$ cat config.mk
export PLATFORM = sky130hd
export DESIGN_NAME = gated_sr_latch_sequencer
export DESIGN_NICKNAME = d
export VERILOG_FILES = /design/src/rtl/gated_sr_latch_sequencer.sv
export SDC_FILE = /design/constraint.sdc
export NUM_CORES = 1
export LEC_CHECK = 0
export ABC_AREA = 1
export CAP_MARGIN = 30
export CORE_MARGIN = 3
export CORE_UTILIZATION = 50
export DETAILED_ROUTE_END_ITERATION = 10
export PLACE_DENSITY = 0.8
export SLEW_MARGIN = 25
export SYNTH_ARGS = -nofsm -noshare
export SYNTH_HDL_FRONTEND = slang
export SYNTH_SLANG_ARGS = --single-unit
$ cat constraint.sdc
create_clock -name clk -period 1.85 [get_ports clk]
set_input_delay 0.37 -clock clk [delete_from_list [all_inputs] [get_ports clk]]
set_output_delay 0.37 -clock clk [all_outputs]
set_load 0.02 [all_outputs]
$ cat src/rtl/gated_sr_latch_sequencer.sv
// Round-robin sequencer that shares one gated SR latch between two requesters.
// Drives setup / enable-pulse / hold on s, r, e and confirms the latch state by readback.
module gated_sr_latch_sequencer #(
    parameter int unsigned SETUP_CYCLES = 1,
    parameter int unsigned PULSE_CYCLES = 2,
    parameter int unsigned HOLD_CYCLES  = 1
) (
    input  logic       clk,
    input  logic       rst_n,
    input  logic [1:0] req,
    input  logic [1:0] op,
    output logic [1:0] gnt,
    output logic       busy,
    output logic       done,
    output logic       err,
    output logic       s,
    output logic       r,
    output logic       e,
    input  logic       q,
    input  logic       notq
);

    typedef enum logic [2:0] {
        ST_IDLE  = 3'd0,
        ST_SETUP = 3'd1,
        ST_PULSE = 3'd2,
        ST_HOLD  = 3'd3,
        ST_CHECK = 3'd4
    } state_t;

    localparam logic [7:0] SETUP_LOAD = 8'(SETUP_CYCLES - 1);
    localparam logic [7:0] PULSE_LOAD = 8'(PULSE_CYCLES - 1);
    localparam logic [7:0] HOLD_LOAD  = 8'(HOLD_CYCLES - 1);

    // Readback is good only when q matches the request and notq is its true complement.
    function automatic logic readback_bad(input logic q_v, input logic notq_v, input logic op_v);
        readback_bad = (q_v != op_v) | (notq_v != ~op_v) | (q_v == notq_v);
    endfunction

    state_t     state_r;
    logic [7:0] cnt_r;
    logic       ptr_r;
    logic       op_r;
    logic [1:0] gnt_r;
    logic       busy_r;
    logic       done_r;
    logic       s_r;
    logic       r_r;
    logic       e_r;
    logic       winner_s;
    logic       err_s;

    // Round-robin pick: on a tie the requester not granted last wins.
    always_comb begin
        winner_s = 1'b0;
        if (req == 2'b11) begin
            winner_s = ~ptr_r;
        end else if (req[1]) begin
            winner_s = 1'b1;
        end else begin
            winner_s = 1'b0;
        end
    end

    // q/notq may only be trusted in CHECK, so err is formed from the live readback there.
    always_comb begin
        err_s = 1'b0;
        if (state_r == ST_CHECK) begin
            err_s = readback_bad(q, notq, op_r);
        end else begin
            err_s = 1'b0;
        end
    end

    // Sequencer FSM; s/r/e/gnt/busy/done are registered so e falls as soon as rst_n drops.
    always_ff @(posedge clk or negedge rst_n) begin
        if (!rst_n) begin
            state_r <= ST_IDLE;
            cnt_r   <= 8'd0;
            ptr_r   <= 1'b1;
            op_r    <= 1'b0;
            gnt_r   <= 2'b00;
            busy_r  <= 1'b0;
            done_r  <= 1'b0;
            s_r     <= 1'b0;
            r_r     <= 1'b0;
            e_r     <= 1'b0;
        end else begin
            case (state_r)
                ST_IDLE: begin
                    done_r <= 1'b0;
                    e_r    <= 1'b0;
                    if (req != 2'b00) begin
                        state_r <= ST_SETUP;
                        gnt_r   <= winner_s ? 2'b10 : 2'b01;
                        op_r    <= op[winner_s];
                        s_r     <= op[winner_s];
                        r_r     <= ~op[winner_s];
                        cnt_r   <= SETUP_LOAD;
                        busy_r  <= 1'b1;
                    end else begin
                        gnt_r  <= 2'b00;
                        busy_r <= 1'b0;
                        s_r    <= 1'b0;
                        r_r    <= 1'b0;
                    end
                end
                ST_SETUP: begin
                    if (cnt_r == 8'd0) begin
                        state_r <= ST_PULSE;
                        e_r     <= 1'b1;
                        cnt_r   <= PULSE_LOAD;
                    end else begin
                        cnt_r <= cnt_r - 8'd1;
                    end
                end
                ST_PULSE: begin
                    if (cnt_r == 8'd0) begin
                        state_r <= ST_HOLD;
                        e_r     <= 1'b0;
                        cnt_r   <= HOLD_LOAD;
                    end else begin
                        cnt_r <= cnt_r - 8'd1;
                    end
                end
                ST_HOLD: begin
                    if (cnt_r == 8'd0) begin
                        state_r <= ST_CHECK;
                        s_r     <= 1'b0;
                        r_r     <= 1'b0;
                        done_r  <= 1'b1;
                    end else begin
                        cnt_r <= cnt_r - 8'd1;
                    end
                end
                ST_CHECK: begin
                    state_r <= ST_IDLE;
                    done_r  <= 1'b0;
                    gnt_r   <= 2'b00;
                    busy_r  <= 1'b0;
                    ptr_r   <= gnt_r[1];
                end
                default: begin
                    state_r <= ST_IDLE;
                    cnt_r   <= 8'd0;
                    gnt_r   <= 2'b00;
                    busy_r  <= 1'b0;
                    done_r  <= 1'b0;
                    s_r     <= 1'b0;
                    r_r     <= 1'b0;
                    e_r     <= 1'b0;
                end
            endcase
        end
    end

    assign gnt  = gnt_r;
    assign busy = busy_r;
    assign done = done_r;
    assign err  = err_s;
    assign s    = s_r;
    assign r    = r_r;
    assign e    = e_r;

endmodule

* Word level (Yosys, flattened, before mapping)
Cells that the tools add are included.
Cells by class: $add $sub $neg 1, order comparisons 1, equal/unequal tests 13, muxes and demuxes 28, bitwise operators 9, reduce and logical (&&, ||, !) cells 13
Operators with widths (number):
- one-hot mux 8 bit (5 select lines) | 1
- two-way mux 8 bit | 4
- two-way mux 3 bit | 4
- one-hot mux 3 bit (4 select lines) | 1
- two-way mux 1 bit | 10
- inequality test 2 bit, second input constant | 5
- one-hot mux 1 bit (3 select lines) | 3
- zero test 8 bit | 1
- subtractor 8 x 1 -> 8 bit, second input constant | 1
- inverter 1 bit | 7
- == test 3 x 2 -> 1 bit, second input constant | 2
- AND reduction 2 bit | 3
- AND reduction 3 bit | 2
- OR reduction 3 bit | 2
- two-way mux 2 bit | 2
- one-hot mux 1 bit (2 select lines) | 2
- one-hot mux 2 bit (2 select lines) | 1
- AND reduction 4 bit | 1
- OR reduction 2 bit | 2
- == test 3 x 1 -> 1 bit, second input constant | 1
- == test 3 bit, second input constant | 1
- zero test 3 bit | 1
- == test 2 bit, second input constant | 1
- < comparator 1 x 2 -> 1 bit, second input constant | 1
- 4 further kinds | 6
Storage, ports and cells: register bits 20, bits of input ports 8, output and inout bits 8, word-level logic and storage cells 75

* Depth between registers and ports, before layout
word-level depth 7, mapped depth 11, depth with buffers taken out 11

* Least setup slack after synthesis
No wires, ideal clock.
path type register to output, start reg state_r[1], end out err, data arrival time 1.203 ns, required time 1.480 ns, path slack 0.277 ns, stages on the path, launching flop included 4, path buffers 0, cells stage by stage dfrtp_1 nor2_2 nand2_1 a211oi_1
On the way: longest elaborated chain between the ends 2
RTL lines:
- from (decl) | RTL line 40 | state_t state_r;
- from (signal assigned) | RTL line 78 | state_r <= ST_IDLE;
- from (signal assigned) | RTL line 94 | state_r <= ST_SETUP;
- from (signal assigned) | RTL line 110 | state_r <= ST_PULSE;
- == test 3 bit | RTL line 68 | if (state_r == ST_CHECK) begin
- two-way mux 1 bit | RTL line 68
- to (decl) | RTL line 15 | output logic err,
Every way passes these cells.

* Worst setup path in the final report
start in notq, end out err
On the way: longest elaborated chain between the ends 4, elaborated cells on any way between the ends 5, classes of those cells eq/ne (2); mux (1); bitwise (2)
RTL lines:
- from (decl) | RTL line 20 | input logic notq
- inequality test 1 bit | RTL line 37 | readback_bad = (q_v != op_v) | (notq_v != ~op_v) | (q_v == notq_v);
- bitwise OR 1 bit | RTL line 37
- bitwise OR 1 bit * | RTL line 37
- two-way mux 1 bit * | RTL line 68
Mark *: on every way between the ends. The rest lies on a longest branch, timed or not.

==> run_results.csv <==
group,metric,value,unit
status,status,"complete, no violations",
global_routing,grt_pass1_vias,1144,
timing,relSlewSlack,0.8200,
worst_setup_path,critPathKind,"primary input to output port",
worst_setup_path,endpoint_kind,"output port",
clock_network,h-tree-depth,1,
logic_synthesis,syn_nets,177,
place,gp_congestion,0.8579,
clock_network,cts_tree,"built",
final_layout,finalNonFillerCells,220,
hold_path,hp-class,"primary input to async pin",
clock_network,postCtsSetupBuffers,0,
clock_network,cts.sinks,20,
timing,fin_skew,0.02189,ns
clock_network,clockRootBuffer,"clkbuf_4",
final_layout,nets,203,
timing,setup_viol,0,
global_routing,overflow,0,
power_and_ir_drop,power_per_cell_area,1850,mW/mm2
logic_synthesis,synth_top_family_by_area,"simple AND/OR/NAND/NOR gates",
place,dpl.cell_count,216,
logic_synthesis,synth_area,0.001225,mm2
logic_synthesis,yosysUniqueCellTypes,25,
final_layout,fillers,194,
timing,hold_viol,0,
logic_synthesis,ys.flop_type,"dfrtp_1",
final_layout,final_common_cell,"nand2_1",
route,drcViolationCount,0,
clock_network,cts_made_buffers,3,
floorplan,num_rows,17,
logic_synthesis,synth_mux_area_frac,0,
global_routing,grt_pass1_wl,4692,um
floorplan,die-width,55.50,um
global_routing,grt_antenna_before_repair,0,
worst_setup_path,start_kind,"primary input",
route,first_pass_iters,4,
flow_run,maxCapViolations,0,
logic_synthesis,synth_xor_xnor_area_share,0.007150,
final_layout,area_growth,20.53,%
power_and_ir_drop,leakagePower,0.0008071,uW
worst_setup_path,reg2reg_setup_slack,0.27,ns
logic_synthesis,synth_fa_ha_area_frac,0.02043,
clock_network,clockBufferDepth,2,
route,ant_nets,0,
logic_synthesis,synth-edff-count,0,
place,portBuffers,15,
timing,tightest_slew,0.2691,ns
floorplan,ios,16,
global_routing,globalRouteTotalUtil,0.1903,
floorplan,start_util,0.5382,
final_layout,final_cell_mix,"nand2_1 (53), inv_1 (22), dfrtp_1 (19)",
final_layout,diodes,0,
clock_network,clk_latency,0.32,ns
final_layout,drive_above_1_share,0.1667,
floorplan,die-area,0.003080,mm2
power_and_ir_drop,ir_drop,1.162,mV
logic_synthesis,yosys.area_share.simple,0.3922,
clock_network,clk_pin_slew,0.12,ns
timing,fin_crit_sh,0.9228,
logic_synthesis,synthCells,167,
place,dpl.hpwl,2167,um
global_routing,grt_max_degree,21,
place,dp_slack,-0.2860,ns
logic_synthesis,synth_compound_area_frac,0.08784,
route,detail_route.iter0.violations,26,
timing,fin_ws,0.1428,ns
route,wirelength,2693,um
route,vias,1084,
clock_network,cts_hold_buf,0,
floorplan,die_h,55.50,um
logic_synthesis,seq_area_frac_synth,0.4096,
logic_synthesis,async_flop_share,1.000,
logic_synthesis,synth_seq_cells,20,
timing,fin_crit,1.707,ns
worst_setup_path,required,1.48,ns
worst_setup_path,crit_arrival,1.34,ns
timing,rsz0062_at_grt,"no",
logic_synthesis,avgSynthCellArea,7.335,um2
route,vias_per_cell,4.927,
floorplan,coreArea,0.002276,mm2
timing,setup_tns,0,ns
timing,slew_violations,0,
worst_setup_path,crit_fanout,2,
logic_synthesis,yosys_warnings,0,
route,wl_per_cell,12.24,um
timing,timing.fmax,585.8,MHz
[metal layers]
layer  wire length, um  global-route usage  share of wire  up-vias
met1              1234              0.2235           0.46      484
met3               110             0.06075          0.041        7
met4                44             0.07639          0.016        0
met2              1303              0.3193           0.48       16
li1                  -                   -              -      577
met5                 0                   0              0        -
[flip-flops by register name, indices dropped and copies added (netlist names)]
| signal | count |
|---|---|
| ptr_r | 1 |
| busy | 1 |
| cnt_r | 8 |
| done | 1 |
| op_r | 1 |
| e | 1 |
| r | 1 |
| gnt | 2 |
| s | 1 |
| state_r | 3 |
[worst paths after layout]
check / startpoint / depth (start not counted) / endpoint
min reg2reg: s / 2 / s
min: rst_n / 2 / state_r[0]
min in group clk: s / 2 / s
max reg2reg: cnt_r[0] / 11 / cnt_r[3]
max: notq / 4 / err
max in group asynchronous: rst_n / 2 / ptr_r
[through the flow]
stage,instance area [um2],hold WS [ns],total power (uW),utilization
floorplan,1225,0.07441,2010,-
global placement,1455,0.4573,2444,0.6394
detailed placement,1455,0.4622,2519,0.6394
CTS,1480,0.3703,2746,0.6504
global route,1476,0.3768,3006,0.6487
finish,1476,0.3697,2731,0.6487
[kinds of logic after synthesis]
group,after synthesis
buf+inv,27
xor+xnor,1
fa+ha+maj,2
simple gates,99
compound gates,18
flops,20
[synthesized netlist by cell type (3+ instances only)]
library cell | number | share of area
inv_1 | 22 | 0.067
nand3_1 | 11 | 0.045
nand2_1 | 53 | 0.16
o21ai_0 | 8 | 0.033
inv_2 | 5 | 0.015
nor2_1 | 14 | 0.043
dfrtp_1 | 19 | 0.39
o21ai_1 | 5 | 0.020
nor2_2 | 3 | 0.015
nand2_2 | 6 | 0.031
nand4_1 | 3 | 0.015
[report_power, final]
part,internal (uW),total [uW],switching [uW]
sequential,623,741,119
clock,84.3,219,135
combinational,655,1770,1120
total,1360,2730,1370
[final cells by class]
| class | instances | area [um2] | area share |
|---|---|---|---|
| well taps | 28 | 35.03 | 0.02373 |
| multi-input cells | 120 | 621.8 | 0.4212 |
| flip-flops and latches | 20 | 501.7 | 0.3398 |
| inverters | 27 | 101.3 | 0.06864 |
| repair buffers | 21 | 190.2 | 0.1288 |
| clock buffers | 4 | 26.28 | 0.01780 |
[worst max-delay path, stage by stage]
cell	delay, ns
clkdlybuf4s50_1	0.49
nor2_1	0.06
a211oi_1	0.22
clkbuf_2	0.21
[what timing repair did]
action                     4_1_cts  5_1_grt
setup endpoints to repair        1        1
gates cloned                     0        0
gates resized for setup          1        3
hold endpoints to repair         0        0
Power figures use the tool's default switching activity.
